<file path="config.mk">
export PLATFORM = sky130hd
export DESIGN_NAME = popcount_pipe
export DESIGN_NICKNAME = d
export VERILOG_FILES = /design/src/rtl/popcount_pkg.sv /design/src/rtl/adder_n.sv /design/src/rtl/popcount_stage.sv /design/src/rtl/popcount_pipe.sv
export SDC_FILE = /design/constraint.sdc
export NUM_CORES = 1
export LEC_CHECK = 0
export ABC_AREA = 1
export CORE_UTILIZATION = 55
export DETAILED_ROUTE_END_ITERATION = 10
export DONT_BUFFER_PORTS = 1
export GPL_TIMING_DRIVEN = 0
export HOLD_SLACK_MARGIN = 0.03
export PLACE_DENSITY = 0.79
export SLEW_MARGIN = 30
export SYNTH_ARGS = -nofsm -noshare
export SYNTH_HDL_FRONTEND = slang
export SYNTH_SLANG_ARGS = --single-unit
export TNS_END_PERCENT = 30
</file>
<file path="constraint.sdc">
create_clock -name clk -period 4.05 [get_ports clk]
set_input_delay 0.2025 -clock clk [delete_from_list [all_inputs] [get_ports clk]]
set_output_delay 0.2025 -clock clk [all_outputs]
set_load 0.05 [all_outputs]
</file>
<file path="src/rtl/popcount_pkg.sv">
// Shared constants and width helpers for the pipelined population counter.
// Optional Conway-rule evaluation is enabled with POPCOUNT_LIFE_RULE_EN.
package popcount_pkg;

  localparam int unsigned LIFE_BIRTH   = 3;
  localparam int unsigned LIFE_SURVIVE = 2;

  function automatic int unsigned pc_width(input int unsigned n);
    return $clog2(n) + 1;
  endfunction

  // Bit offset of tree level k inside the flattened level bus.
  // Level j holds (n >> j) sums of (j + 1) bits each.
  function automatic int unsigned lvl_base(input int unsigned n, input int unsigned k);
    int unsigned acc;
    acc = 0;
    for (int unsigned j = 0; j < k; j++) begin
      acc += (n >> j) * (j + 1);
    end
    return acc;
  endfunction

endpackage

</file>
<file path="src/rtl/adder_n.sv">
// Generic WIDTH-bit ripple adder with carry in/out, shared across datapaths.
module adder_n #(
  parameter int WIDTH = 4
) (
  input  logic [WIDTH-1:0] a_i,
  input  logic [WIDTH-1:0] b_i,
  input  logic             cin_i,
  output logic [WIDTH-1:0] sum_o,
  output logic             cout_o
);

  assign {cout_o, sum_o} = {1'b0, a_i} + {1'b0, b_i} + {{WIDTH{1'b0}}, cin_i};

endmodule

</file>
<file path="src/rtl/popcount_stage.sv">
// One registered adder-tree level: PAIRS adders of IN_W bits, holds while !adv.
// The center sideband register exists only with POPCOUNT_LIFE_RULE_EN.
module popcount_stage
  import popcount_pkg::*;
#(
  parameter int PAIRS = 1,
  parameter int IN_W  = 1
) (
  input  logic                        clk_i,
  input  logic                        rst_ni,
  input  logic                        adv_i,
  input  logic                        valid_i,
  input  logic [2*PAIRS*IN_W-1:0]     sums_i,
`ifdef POPCOUNT_LIFE_RULE_EN
  input  logic                        center_i,
  output logic                        center_o,
`endif
  output logic                        valid_o,
  output logic [PAIRS*(IN_W+1)-1:0]   sums_o
);

  localparam int OW = IN_W + 1;

  logic [PAIRS*OW-1:0] sums_d;
  logic [PAIRS*OW-1:0] sums_q;
  logic                valid_q;
`ifdef POPCOUNT_LIFE_RULE_EN
  logic                center_q;
`endif

  for (genvar p = 0; p < PAIRS; p++) begin : g_pair
    logic [IN_W-1:0] sum;
    logic            carry;

    adder_n #(.WIDTH(IN_W)) u_add (
      .a_i   (sums_i[(2*p)*IN_W +: IN_W]),
      .b_i   (sums_i[(2*p+1)*IN_W +: IN_W]),
      .cin_i (1'b0),
      .sum_o (sum),
      .cout_o(carry)
    );

    assign sums_d[p*OW +: OW] = {carry, sum};
  end

  always_ff @(posedge clk_i or negedge rst_ni) begin
    if (!rst_ni) begin
      valid_q  <= 1'b0;
      sums_q   <= '0;
`ifdef POPCOUNT_LIFE_RULE_EN
      center_q <= 1'b0;
`endif
    end else if (adv_i) begin
      valid_q  <= valid_i;
      sums_q   <= sums_d;
`ifdef POPCOUNT_LIFE_RULE_EN
      center_q <= center_i;
`endif
    end
  end

  assign valid_o  = valid_q;
  assign sums_o   = sums_q;
`ifdef POPCOUNT_LIFE_RULE_EN
  assign center_o = center_q;
`endif

endmodule

</file>
<file path="src/rtl/popcount_pipe.sv">
// Pipelined N-bit population counter, one adder-tree level per stage, valid/ready.
// Define POPCOUNT_LIFE_RULE_EN to produce the Conway next-state on next_alive.
module popcount_pipe
  import popcount_pkg::*;
#(
  parameter int N = 8,
  parameter int W = pc_width(N)
) (
  input  logic         clk,
  input  logic         rst,
  input  logic         in_valid,
  output logic         in_ready,
  input  logic [N-1:0] items,
  input  logic         center,
  output logic         out_valid,
  input  logic         out_ready,
  output logic [W-1:0] count,
  output logic         next_alive
);

  localparam int S        = $clog2(N);
  localparam int TOT      = int'(lvl_base(N, S + 1));
  localparam int LAST_OFF = int'(lvl_base(N, S));

  logic           adv;
  // All tree levels packed back to back; level 0 is the raw input vector.
  logic [TOT-1:0] lvl;
  logic [S:0]     vld;
`ifdef POPCOUNT_LIFE_RULE_EN
  logic [S:0]     ctr;
  assign ctr[0] = center;
`endif

  assign lvl[N-1:0] = items;
  assign vld[0]     = in_valid;

  for (genvar k = 1; k <= S; k++) begin : g_stage
    localparam int PAIRS    = N >> k;
    localparam int IN_BASE  = int'(lvl_base(N, k - 1));
    localparam int OUT_BASE = int'(lvl_base(N, k));

    popcount_stage #(
      .PAIRS(PAIRS),
      .IN_W (k)
    ) u_stage (
      .clk_i   (clk),
      .rst_ni  (rst),
      .adv_i   (adv),
      .valid_i (vld[k-1]),
      .sums_i  (lvl[IN_BASE +: 2*PAIRS*k]),
`ifdef POPCOUNT_LIFE_RULE_EN
      .center_i(ctr[k-1]),
      .center_o(ctr[k]),
`endif
      .valid_o (vld[k]),
      .sums_o  (lvl[OUT_BASE +: PAIRS*(k+1)])
    );
  end

  assign out_valid = vld[S];
  assign adv       = !out_valid || out_ready;
  assign in_ready  = adv;
  assign count     = lvl[LAST_OFF +: W];

`ifdef POPCOUNT_LIFE_RULE_EN
  // Decoded purely from stage-S registers, so it is stable with count under backpressure.
  assign next_alive = (count == W'(LIFE_BIRTH)) || (ctr[S] && (count == W'(LIFE_SURVIVE)));
`else
  logic unused_center;
  assign unused_center = center;
  assign next_alive    = 1'b0;
`endif

endmodule
</file>
Word level (Yosys, flattened, before mapping)
Cells that the tools add are included.

cells by class
  add/subtract/negate cells = 7
  reduce and logical (&&, ||, !) cells = 2

operators by type and width
  kind                  number
  adder 1 x 1 -> 2 bit  4
  adder 2 x 2 -> 3 bit  2
  adder 3 x 3 -> 4 bit  1
  logical NOT 1 bit     1
  logical OR 1 bit      1

word-level totals
  bits in registers = 21
  word-level logic and storage cells = 15
  output and inout port bits = 7

Longest topological paths before layout
Gate-level depths: netlist (run 1).

  word-level depth = 2
  mapped depth = 6

Hierarchy
From an unflattened synthesis (run 1), not the netlist that was laid out.

unflattened totals
  cells, all modules = 136
  area, all modules = 1163.6 um^2

modules (own cells, without submodules)
  module                                            cells each  area an instance (um^2)  instances
  popcount_stage (g_stage[1].u_stage)               39          345.3                    1
  popcount_stage (g_stage[2].u_stage)               31          272.8                    1
  popcount_stage (g_stage[3].u_stage)               22          188.9                    1
  adder_n (g_stage[2].u_stage.g_pair[0].u_add ...)  10          70.1                     2
  adder_n (g_stage[3].u_stage.g_pair[0].u_add)      16          117.6                    1
  adder_n (g_stage[1].u_stage.g_pair[0].u_add ...)  1           20.0                     4
  popcount_pipe                                     4           18.8                     1

Least setup slack after synthesis (run 1)
No wires, ideal clock.

  path type = register -> register
  start = reg g_stage[2].u_stage.sums_q[0]
  end = reg g_stage[3].u_stage.sums_q[2]
  slack = 2744 ps
  clock period less this slack = 1306 ps
  data arrival time = 1188 ps
  cell stages (with the launch flop) = 6
  data required time = 3932 ps
  buffers on the path = 0
  path through = dfrtp_1 -> ha_1 -> fa_1 -> xor2_1 -> nand2_1 -> nand2_1

between the ends
  longest elaborated chain between the ends = 1

RTL lines
  what                    line                  RTL
  from (decl)             popcount_stage.sv:25  logic [PAIRS*OW-1:0] sums_q;
  from (signal assigned)  popcount_stage.sv:55  sums_q <= sums_d;
  adder 3 x 3 -> 4 bit    adder_n.sv:12         assign {cout_o, sum_o} = {1'b0, a_i} + {1'b0, b_i} + {{WIDTH{1'b0}}, cin_i};
  to (signal assigned)    popcount_stage.sv:55
  to (decl)               popcount_stage.sv:25

Every way passes these cells.
A chain may end at the register's enable or synchronous reset.

Worst setup path after layout (run 1)
  start = reg g_stage[3].u_stage.valid_q
  end = out in_ready

between the ends
  longest elaborated chain between the ends = 2

RTL lines
  what                    line                  RTL
  from (decl)             popcount_stage.sv:26  logic valid_q;
  from (signal assigned)  popcount_stage.sv:54  valid_q <= valid_i;
  logical NOT 1 bit       popcount_pipe.sv:61   assign adv = !out_valid || out_ready;
  logical OR 1 bit        popcount_pipe.sv:61
  to (decl)               popcount_pipe.sv:12   output logic in_ready,

Every way passes these cells.

==> results_dict.tcl, run 1 <==
set metrics [dict create \
    leakagePower_nw 0.613 \
    hold_class "primary input to register" \
    drive_above_1_share_pct 14.0 \
    clkLatencyLatePin_ps 310 \
    grt_pass1_vias 668 \
    path_clk_slew_ps 110 \
    ys_top_cells_by_count "nand2_1 (51), dfrtp_1 (21), ha_1 (9)" \
    viasPerCell 4.76 \
    die_y_microns 45.7 \
    nNetsFinal 140 \
    wl_per_cell_microns 11.7 \
    synth_ff_type "dfrtp_1" \
    drv_cap 0 \
    synth.largest_area_cell "dfrtp_1" \
    num_vias 662 \
    grt_pass1_wl_microns 2780 \
    fmax_mhz 601 \
    initial_utilization_pct 59.4 \
    grt_usage_pct 20.0 \
    synth_edf_count 0 \
    setup_viol 0 \
    ios 20 \
    postCtsSetupRepairBufs 0 \
    antennaDiodeCount 0 \
    power_density_mw_per_mm2 648 \
    placementRows 15 \
    cts-buffers-inserted 3 \
    yosysTopAreaCellShare_pct 50.1 \
    start_kind "register" \
    syn_inst 107 \
    die_w_microns 45.7 \
    critPathKind "register to output pin" \
    hp-start "items[7]" \
    r2r_start "g_stage[2].u_stage.sums_o[0]$_DFFE_PN0P_" \
    dieArea_sq_mm 0.00208 \
    final_area_sq_mm 0.00113 \
    drtIter0Drc 8 \
    post-route-period-util_pct 41.1 \
    fin_hold_ws_ps 102 \
    drt_first_pass_iters 3 \
    setup_ws_ps 2390 \
    crit_path_start "g_stage[3].u_stage.valid_o$_DFFE_PN0P_" \
    ys_ff_latch 21 \
    ys_types 16 \
    cts_tree "done" \
    coreArea_sq_mm 0.00176 \
    endpoint_kind "output pin" \
    globalplace.congestion 0.750 \
    place_ws_ps 2680 \
    antenna_left 0 \
    endpoint "in_ready" \
    gr-total-overflow 0 \
    cp_num_cells 4 \
    crit_path_top_delay_cell "dfrtp_1" \
    antenna_found_initial 0 \
    cpPeakStageDelay_ps 650 \
    worstPathCellList "inv_1, nor2_2, inv_2, buf_6" \
    syn-cell-area_sq_mm 0.00105 \
    area_growth_pct 8.00 \
    clock_skew_ps 5.50 \
    crit_buf_inv 3 \
    worstPathArrival_ps 1460 \
    finalHoldViolations 0 \
    layout_min_cycle_time_ps 1660 \
    fin_setup_tns_ps 0 \
    drv_slew 0 \
    hpwl_microns 1150 \
    cp_max_fo 10 \
    cts_buffer_depth 2 \
    cts.sinks 21 \
    timing.rr.end "g_stage[3].u_stage.sums_o[2]$_DFFE_PN0P_" \
    met2_usage_pct 30.6 \
    placed_cell_area_sq_mm 0.00108 \
    status "finished clean" \
    post-route-drc-count 0 \
    grtUsageMet3_pct 3.57 \
    port_buffers 0 \
    required_ps 3850 \
    synth.area.top_cells "dfrtp_1 (50%), nand2_1 (18%), ha_1 (11%), fa_1 (5.7%), buf_6 (3.2%)" \
    syn-num-nets 132 \
    ir_drop_v 0.000281 \
    ys_seq_area_share_pct 50.1 \
    yosysWarnings 0 \
    htreeDepth 1 \
    wirelength_microns 1630 \
    use_met1_pct 25.5 \
    avgSynthCellArea_sq_um 9.80 \
    regToRegSetupSlack_ps 2670 \
    worst_path_dominant_cell_family "flip-flops" \
    async_reset_ff_share_pct 100 \
    grt_setup_unrepaired "false" \
    r2r_cells 5 \
    grt_start_max_net_pins 22 \
    busiest_layer "met2" \
    root_buffer "clkbuf_4" \
    yosysMostFrequentCell "nand2_1" \
]
==> repair_timing <==
action	4_1_cts	5_1_grt
resized for setup	0	0
hold buffers	2	1
setup endpoints to repair	0	0
endpoints found under the hold margin	22	21
==> cell families (layout without fill, tap and decap cells) <==
kind of cell / count (synthesis) / after routing / synth area share (%)
xor gates and xnor gates: 1 / 1 / 0.835
adders and majority gates: 12 / 12 / 16.5
buffers and inverters: 12 / 19 / 8.35
other: 1 / 1 / 0.358
AOI/OAI and AO/OA: 5 / 5 / 3.46
DFF: 21 / 21 / 50.1
and+or+nand+nor: 55 / 55 / 20.4
==> layout by cell type (no fill, tap or decap), drive strengths merged <==
master,count
buf,6
clkbuf,3
clkinv,1
conb,1
dfrtp,21
dlygate4sd3,2
fa,3
ha,9
inv,7
nand2,52
nand3,2
nor2,1
o21ai,5
xor2,1
==> through the flow <==
step           utilization (%)  total power [mW]  cells
3_3_place_gp              61.2             0.623    132
2_1_floorplan                -             0.587    107
5_1_grt                   64.2             0.802    139
3_5_place_dp              61.2             0.636    132
6_report                  64.2             0.734    139
4_1_cts                   63.9             0.746    138
==> metal layers <==
metal / share of wire (%) / routed length, microns
met5: 0 / 0
met1: 46 / 754
met3: 3.4 / 55
met4: 2.9 / 47
met2: 47 / 767
==> tightest hold or removal path: cells and delay by family <==
kind | cells | cell delay, ps
fa+ha+maj | 1 | 90
simple gates | 2 | 90
==> how the worst min path moves through the flow <==
stage | end | slack, ps | depth (start not counted)
6_report | g_stage[1].u_stage.sums_o[6]$_DFFE_PN0P_ | 100 | 3
5_1_grt | g_stage[1].u_stage.sums_o[6]$_DFFE_PN0P_ | 90 | 3
4_1_cts | g_stage[1].u_stage.sums_o[6]$_DFFE_PN0P_ | 90 | 3
3_5_place_dp | g_stage[3].u_stage.valid_o$_DFFE_PN0P_ | -90 | 0
3_3_place_gp | g_stage[3].u_stage.valid_o$_DFFE_PN0P_ | -90 | 0
2_1_floorplan | g_stage[1].u_stage.sums_o[0]$_DFFE_PN0P_ | -90 | 0
==> report_power, final <==
group | internal [mW] | switching, mW | leakage (nW) | total [mW]
logic | 0.0984 | 0.133 | 0.335 | 0.232
clock network | 0.0369 | 0.0625 | 0.0177 | 0.0994
registers | 0.279 | 0.124 | 0.261 | 0.403
total | 0.414 | 0.320 | 0.613 | 0.734
==> layout make-up <==
class                      instances  area (sq um)
fill                             160           632
sequential                        21           526
multi-input combinational         74           435
buffer                             5          61.3
tap                               25          31.3
inverter                           7          26.3
timing repair buffer               3          25.0
clock buffer                       3          22.5
clock inverter                     1          5.00
==> registers in the layout, summed over array words and instances, names as in the netlist <==
name and count:
g_stage.u_stage.sums_o 18, g_stage.u_stage.valid_o 3
Power figures use the tool's default switching activity.
==> inputs of run 2 (changes only) <==
--- a/config.mk
+++ b/config.mk
@@ -5,13 +5,13 @@
 export SDC_FILE = /design/constraint.sdc
 export NUM_CORES = 1
 export LEC_CHECK = 0
-export ABC_AREA = 1
-export CORE_UTILIZATION = 55
+export ABC_AREA = 0
+export CORE_UTILIZATION = 54
 export DETAILED_ROUTE_END_ITERATION = 10
 export DONT_BUFFER_PORTS = 1
 export GPL_TIMING_DRIVEN = 0
 export HOLD_SLACK_MARGIN = 0.03
-export PLACE_DENSITY = 0.79
+export PLACE_DENSITY = 0.81
 export SLEW_MARGIN = 30
 export SYNTH_ARGS = -nofsm -noshare
 export SYNTH_HDL_FRONTEND = slang
==> constraint.sdc (replaced) <==
create_clock -name clk -period 1.5 [get_ports clk]
set_input_delay 0.075 -clock clk [delete_from_list [all_inputs] [get_ports clk]]
set_output_delay 0.075 -clock clk [all_outputs]
set_load 0.05 [all_outputs]
==> run 2 against run 1 <==
Effect of this change:
- worst setup slack got worse by 2400 ps
- combinational power rose to 2.9 times the previous value
- critical path type is now primary input to register
- highest routed layer unchanged
- register-to-register slack got worse by 2600 ps
- critical path depth unchanged
- first-iteration DRC count unchanged
==> results_dict.tcl, run 2 <==
set metrics [dict create \
    power_density_mw_per_mm2 1720 \
    nNetsFinal 112 \
    finalPower_mw 2.05 \
    area_growth_pct 16.2 \
    cts.sinks 21 \
    grt_usage_pct 19.2 \
    cts_tree "done" \
    path_clk_slew_ps 120 \
    syn-cell-area_sq_mm 0.00103 \
    ir_drop_v 0.00120 \
    start_kind "primary input" \
    ys_types 19 \
    syn-num-nets 97 \
    clock_skew_ps 11.3 \
    hp-start "items[4]" \
    avgSynthCellArea_sq_um 14.2 \
    coreArea_sq_mm 0.00175 \
    endpoint_kind "register" \
    viasPerCell 5.22 \
    r2r_start "g_stage[2].u_stage.sums_o[0]$_DFFE_PN0P_" \
    hold_class "primary input to register" \
    synth.area.top_cells "dfrtp_1 (51%), ha_1 (11%), mux2_2 (8.8%), mux2_4 (8.8%), fa_1 (5.9%)" \
    largest_reg_flops 18 \
    cts-buffers-inserted 3 \
    finalHoldViolations 0 \
    die_y_microns 45.6 \
    ios 20 \
    post-route-drc-count 0 \
    wirelength_microns 1460 \
    yosysWarnings 0 \
    layout_min_cycle_time_ps 1490 \
    cp_max_fo 1 \
    required_ps 1710 \
    antenna_found_initial 0 \
    async_reset_ff_share_pct 100 \
    gr-total-overflow 0 \
    final_area_sq_mm 0.00119 \
    clkLatencyLatePin_ps 310 \
    status "finished clean" \
    final_common_cell "dfrtp_1" \
    fmax_mhz 673 \
    synth.largest_area_cell "dfrtp_1" \
    htreeDepth 1 \
    grt_setup_unrepaired "false" \
    antenna_left 0 \
    placementRows 15 \
    cts_buffer_depth 2 \
    drv_cap 0 \
    antennaDiodeCount 0 \
    die_w_microns 45.6 \
    layout_common_cells "dfrtp_1 (20), ha_1 (9), mux2_2 (8), dlygate4sd3_1 (8), mux2_4 (6)" \
    synth_edf_count 0 \
    final_util_pct 68.3 \
    root_buffer "clkbuf_4" \
    syn_inst 72 \
    r2r_cells 3 \
    dp.cells 97 \
    drv_slew 0 \
    grt_start_max_net_pins 22 \
    min_to "g_stage[1].u_stage.sums_o[4]$_DFFE_PN0P_" \
    timing.rr.end "g_stage[3].u_stage.sums_o[1]$_DFFE_PN0P_" \
    grt_pass1_wl_microns 2730 \
    hpwl_microns 1020 \
    critPathKind "primary input to register" \
    yosysTopAreaCellShare_pct 51.2 \
    yosysMostFrequentCell "dfrtp_1" \
    leakagePower_nw 0.577 \
    drtIter0Drc 8 \
    port_buffers 0 \
    num_vias 579 \
    ys_seq_area_share_pct 51.2 \
    ys_top_cells_by_count "dfrtp_1 (21), ha_1 (9), mux2_2 (8)" \
    min_path_cells 2 \
    dieArea_sq_mm 0.00208 \
    regToRegSetupSlack_ps 40 \
    grt_pass1_vias 615 \
    setup_viol 0 \
    stdcell_count 111 \
    globalplace.congestion 0.750 \
    initial_utilization_pct 58.8 \
    wl_per_cell_microns 13.2 \
    drive_above_1_share_pct 29.1 \
    synth_ff_type "dfrtp_1" \
    drt_first_pass_iters 4 \
    post-route-period-util_pct 99.0 \
    ys_ff_latch 21 \
    placed_cell_area_sq_mm 0.00106 \
    worstPathArrival_ps 1690 \
]
run 2: area by class of cell:
cell class | count | area [sq um]
Tap cell | 25 | 31.3
Sequential cell | 21 | 527
Multi-Input combinational cell | 44 | 450
Buffer | 4 | 45.0
Clock buffer | 3 | 22.5
Timing Repair Buffer | 10 | 97.6
Inverter | 3 | 11.3
Fill cell | 122 | 553
Clock inverter | 1 | 7.51
run 2: worst max path at each step:
stage | start | end | slack, ps | depth (start not counted)
after floorplan | g_stage[3].u_stage.valid_o$_DFFE_PN0P_ | g_stage[3].u_stage.sums_o[2]$_DFFE_PN0P_ | 70 | 5
after global placement | g_stage[3].u_stage.valid_o$_DFFE_PN0P_ | g_stage[3].u_stage.sums_o[2]$_DFFE_PN0P_ | -7 | 5
after detailed placement | g_stage[3].u_stage.valid_o$_DFFE_PN0P_ | g_stage[1].u_stage.sums_o[1]$_DFFE_PN0P_ | -20 | 4
after CTS | g_stage[3].u_stage.valid_o$_DFFE_PN0P_ | in_ready | 20 | 3
after global routing | g_stage[2].u_stage.sums_o[0]$_DFFE_PN0P_ | g_stage[3].u_stage.sums_o[1]$_DFFE_PN0P_ | 1 | 3
final | items[2] | g_stage[1].u_stage.sums_o[2]$_DFFE_PN0P_ | 10 | 4
run 2: timing repair:
action                                  in CTS  in global routing
endpoints found under the setup margin       7                  3
cloned                                       0                  0
hold buffers                                10                  1
hold endpoints to repair                    28                 21
gates resized for setup                      2                  2
setup buffers                                0                  0
run 2: per-layer routing:
layer / GRT usage (%) / wire length (microns)
met1: 23.2 / 600
met2: 31.4 / 751
met3: 6.75 / 63
met4: 7.27 / 50
met5: 0 / 0
run 2: worst max-delay path, cell delays in order:
cell and delay [ps]:
dlygate4sd3_1 540, ha_1 280, dlygate4sd3_1 540, mux2_2 260
run 2: stage by stage:
stage                     setup TNS (ps)  hold WS (ps)  worst slack (ps)
after floorplan                        0          -221              69.4
after global placement             -12.6          -220             -7.50
after detailed placement           -83.1          -220             -24.6
after CTS                              0          30.2              20.3
after global routing                   0          38.2              1.35
final                                  0          32.3              14.9
run 2: cell families (layout without fill, tap and decap cells):
kind of cell	count (synthesis)	in the layout	share of synthesized area (%)
AOI/OAI and AO/OA	8	8	4.15
xor gates and xnor gates	1	1	0.854
adders and majority gates	12	12	16.8
buffers and inverters	7	21	4.88
DFF	21	21	51.2
muxes	14	14	17.6
other	1	1	0.366
and+or+nand+nor	8	8	4.15
run 2: power by group:
group | total [mW] | internal (mW) | leakage (nW) | switching, mW
registers | 1.11 | 0.756 | 0.251 | 0.356
clock network | 0.274 | 0.102 | 0.0139 | 0.173
logic | 0.668 | 0.396 | 0.311 | 0.272
==> inputs of run 3 (changes only) <==
--- a/config.mk
+++ b/config.mk
@@ -6,6 +6,7 @@
 export NUM_CORES = 1
 export LEC_CHECK = 0
 export ABC_AREA = 0
+export CORE_MARGIN = 3
 export CORE_UTILIZATION = 54
 export DETAILED_ROUTE_END_ITERATION = 10
 export DONT_BUFFER_PORTS = 1
==> run 3 against run 2 <==
Effect of this change:
- utilization shrank 1.4 points
- final cell count shrank 0.90%
- largest power group unchanged
- design area shrank 1.0%
==> results_dict.tcl, run 3 (synthesis results as in run 2) <==
set metrics [dict create \
    ios 20 \
    wl_per_cell_microns 15.2 \
    num_vias 577 \
    cts-buffers-inserted 3 \
    clock_skew_ps 11.5 \
    hpwl_microns 1070 \
    fillers 135 \
    placementRows 15 \
    viasPerCell 5.25 \
    antennaDiodeCount 0 \
    power_density_mw_per_mm2 1740 \
    cts_tree "done" \
    worstPathArrival_ps 1350 \
    multiInputGateArea_sq_um 450 \
    crit_buf_inv 2 \
    fmax_mhz 704 \
    finalHoldViolations 0 \
    p_comb_share_pct 32.7 \
    regToRegSetupSlack_ps 80 \
    highest_layer "met4" \
    min_path_cells 2 \
    port_buffers 0 \
    postCtsSetupRepairBufs 0 \
    min_to "g_stage[1].u_stage.sums_o[2]$_DFFE_PN0P_" \
    globalplace.congestion 0.747 \
    cts.sinks 21 \
    die_y_microns 49.6 \
    nNetsFinal 111 \
    required_ps 1420 \
    htreeDepth 1 \
    cpPeakStageDelay_ps 550 \
    seq_power_share_pct 54.1 \
    layout_min_cycle_time_ps 1420 \
    start_kind "register" \
    clkPwrFrac_pct 13.2 \
    grt_setup_unrepaired "false" \
    status "finished clean" \
    post-route-drc-count 0 \
    dr_wl_met2_microns 862 \
    die_w_microns 49.6 \
    cts_buffer_depth 2 \
    drtIter0Drc 11 \
    met3_length_microns 76 \
    drive_above_1_share_pct 29.4 \
    p_int_mw 1.25 \
    largest_reg_flops 18 \
    finalPower_mw 2.05 \
    timing.rr.end "g_stage[3].u_stage.sums_o[1]$_DFFE_PN0P_" \
    regArea_sq_um 527 \
    drv_slew 0 \
    path_common_cell "buf_6" \
    grt_start_max_net_pins 22 \
    fin_setup_tns_ps 0 \
    grt_pass1_vias 653 \
    drv_cap 0 \
    critPathKind "register to output pin" \
    cp_max_fo 10 \
    ir_drop_v 0.00109 \
    endpoint_kind "output pin" \
    cp_num_cells 3 \
    switching_share_pct 39.3 \
    root_buffer "clkbuf_4" \
    worstPathCellList "nand2b_4, buf_6, buf_6" \
    post-route-period-util_pct 94.7 \
    antenna_left 0 \
    r2r_cells 3 \
    grt_pass1_wl_microns 2990 \
    antenna_found_initial 0 \
    worst_path_dominant_cell_family "flip-flops" \
    coreArea_sq_mm 0.00176 \
    hp-start "items[2]" \
    gr-total-overflow 0 \
    dieArea_sq_mm 0.00246 \
    initial_utilization_pct 58.2 \
    leakagePower_nw 0.578 \
    crit_path_top_delay_cell "dfrtp_2" \
    grt_usage_pct 16.3 \
    layout_common_cells "dfrtp_1 (20), ha_1 (9), mux2_2 (8), dlygate4sd3_1 (7), mux2_4 (6)" \
    area_growth_pct 15.0 \
    clkLatencyLatePin_ps 300 \
    power.switching_uw 806 \
    setup_viol 0 \
    r2r_start "g_stage[2].u_stage.sums_o[0]$_DFFE_PN0P_" \
    final_common_cell "dfrtp_1" \
    wirelength_microns 1670 \
    drt_first_pass_iters 4 \
    path_clk_slew_ps 120 \
    hold_class "primary input to register" \
    wl_met1_microns 721 \
]
run 3: worst reg2reg max path: stages (launching register included):
cell and delay, ps:
dfrtp_1 410, ha_1 240, fa_1 420, mux2_2 270
run 3: what timing repair did:
action	4_1_cts	5_1_grt
hold buffers	8	1
gates resized for setup	2	2
endpoints found under the setup margin	12	2
hold endpoints to repair	28	21
run 3: through the flow:
step | worst slack [ps] | util, % | hold WS (ps) | area [sq um] | instances
floorplan | 69.4 | - | -221 | 1030 | 72
global placement | -10.1 | 59.9 | -220 | 1060 | 97
detailed placement | -52.5 | 59.9 | -220 | 1060 | 97
CTS | 12.0 | 66.2 | 30.6 | 1170 | 109
global route | 24.8 | 66.9 | 31.7 | 1180 | 110
finish | 79.4 | 66.9 | 39.6 | 1180 | 110
run 3: power by group through the flow:
stage | combinational [mW] | sequential (mW) | clock (mW)
floorplan | 0.545 | 1.09 | 0
global placement | 0.607 | 1.12 | 0
detailed placement | 0.623 | 1.13 | 0
CTS | 0.674 | 1.12 | 0.279
global route | 0.774 | 1.15 | 0.302
finish | 0.672 | 1.11 | 0.270
run 3: area by class of cell:
| cell class | instances | share of cell area (%) |
|---|---|---|
| Clock inverter | 1 | 0.424 |
| Sequential cell | 21 | 44.6 |
| Tap cell | 25 | 2.65 |
| Buffer | 4 | 3.82 |
| Multi-Input combinational cell | 44 | 38.2 |
| Inverter | 3 | 0.954 |
| Timing Repair Buffer | 9 | 7.42 |
| Clock buffer | 3 | 1.91 |
run 3: how the worst max path moves through the flow:
stage / from / end / slack [ps]
6_report: g_stage[3].u_stage.valid_o$_DFFE_PN0P_ / in_ready / 80
5_1_grt: g_stage[2].u_stage.sums_o[0]$_DFFE_PN0P_ / g_stage[3].u_stage.sums_o[1]$_DFFE_PN0P_ / 20
4_1_cts: g_stage[3].u_stage.valid_o$_DFFE_PN0P_ / in_ready / 10
3_5_place_dp: g_stage[3].u_stage.valid_o$_DFFE_PN0P_ / g_stage[3].u_stage.sums_o[2]$_DFFE_PN0P_ / -50
3_3_place_gp: g_stage[3].u_stage.valid_o$_DFFE_PN0P_ / g_stage[3].u_stage.sums_o[2]$_DFFE_PN0P_ / -10
2_1_floorplan: g_stage[3].u_stage.valid_o$_DFFE_PN0P_ / g_stage[3].u_stage.sums_o[2]$_DFFE_PN0P_ / 70
run 3: routing by layer:
| layer | vias up | GRT usage (%) |
|---|---|---|
| li1 | 267 | - |
| met1 | 290 | 20.1 |
| met2 | 18 | 25.8 |
| met3 | 2 | 4.23 |
| met4 | 0 | 9.22 |
| met5 | - | 0 |
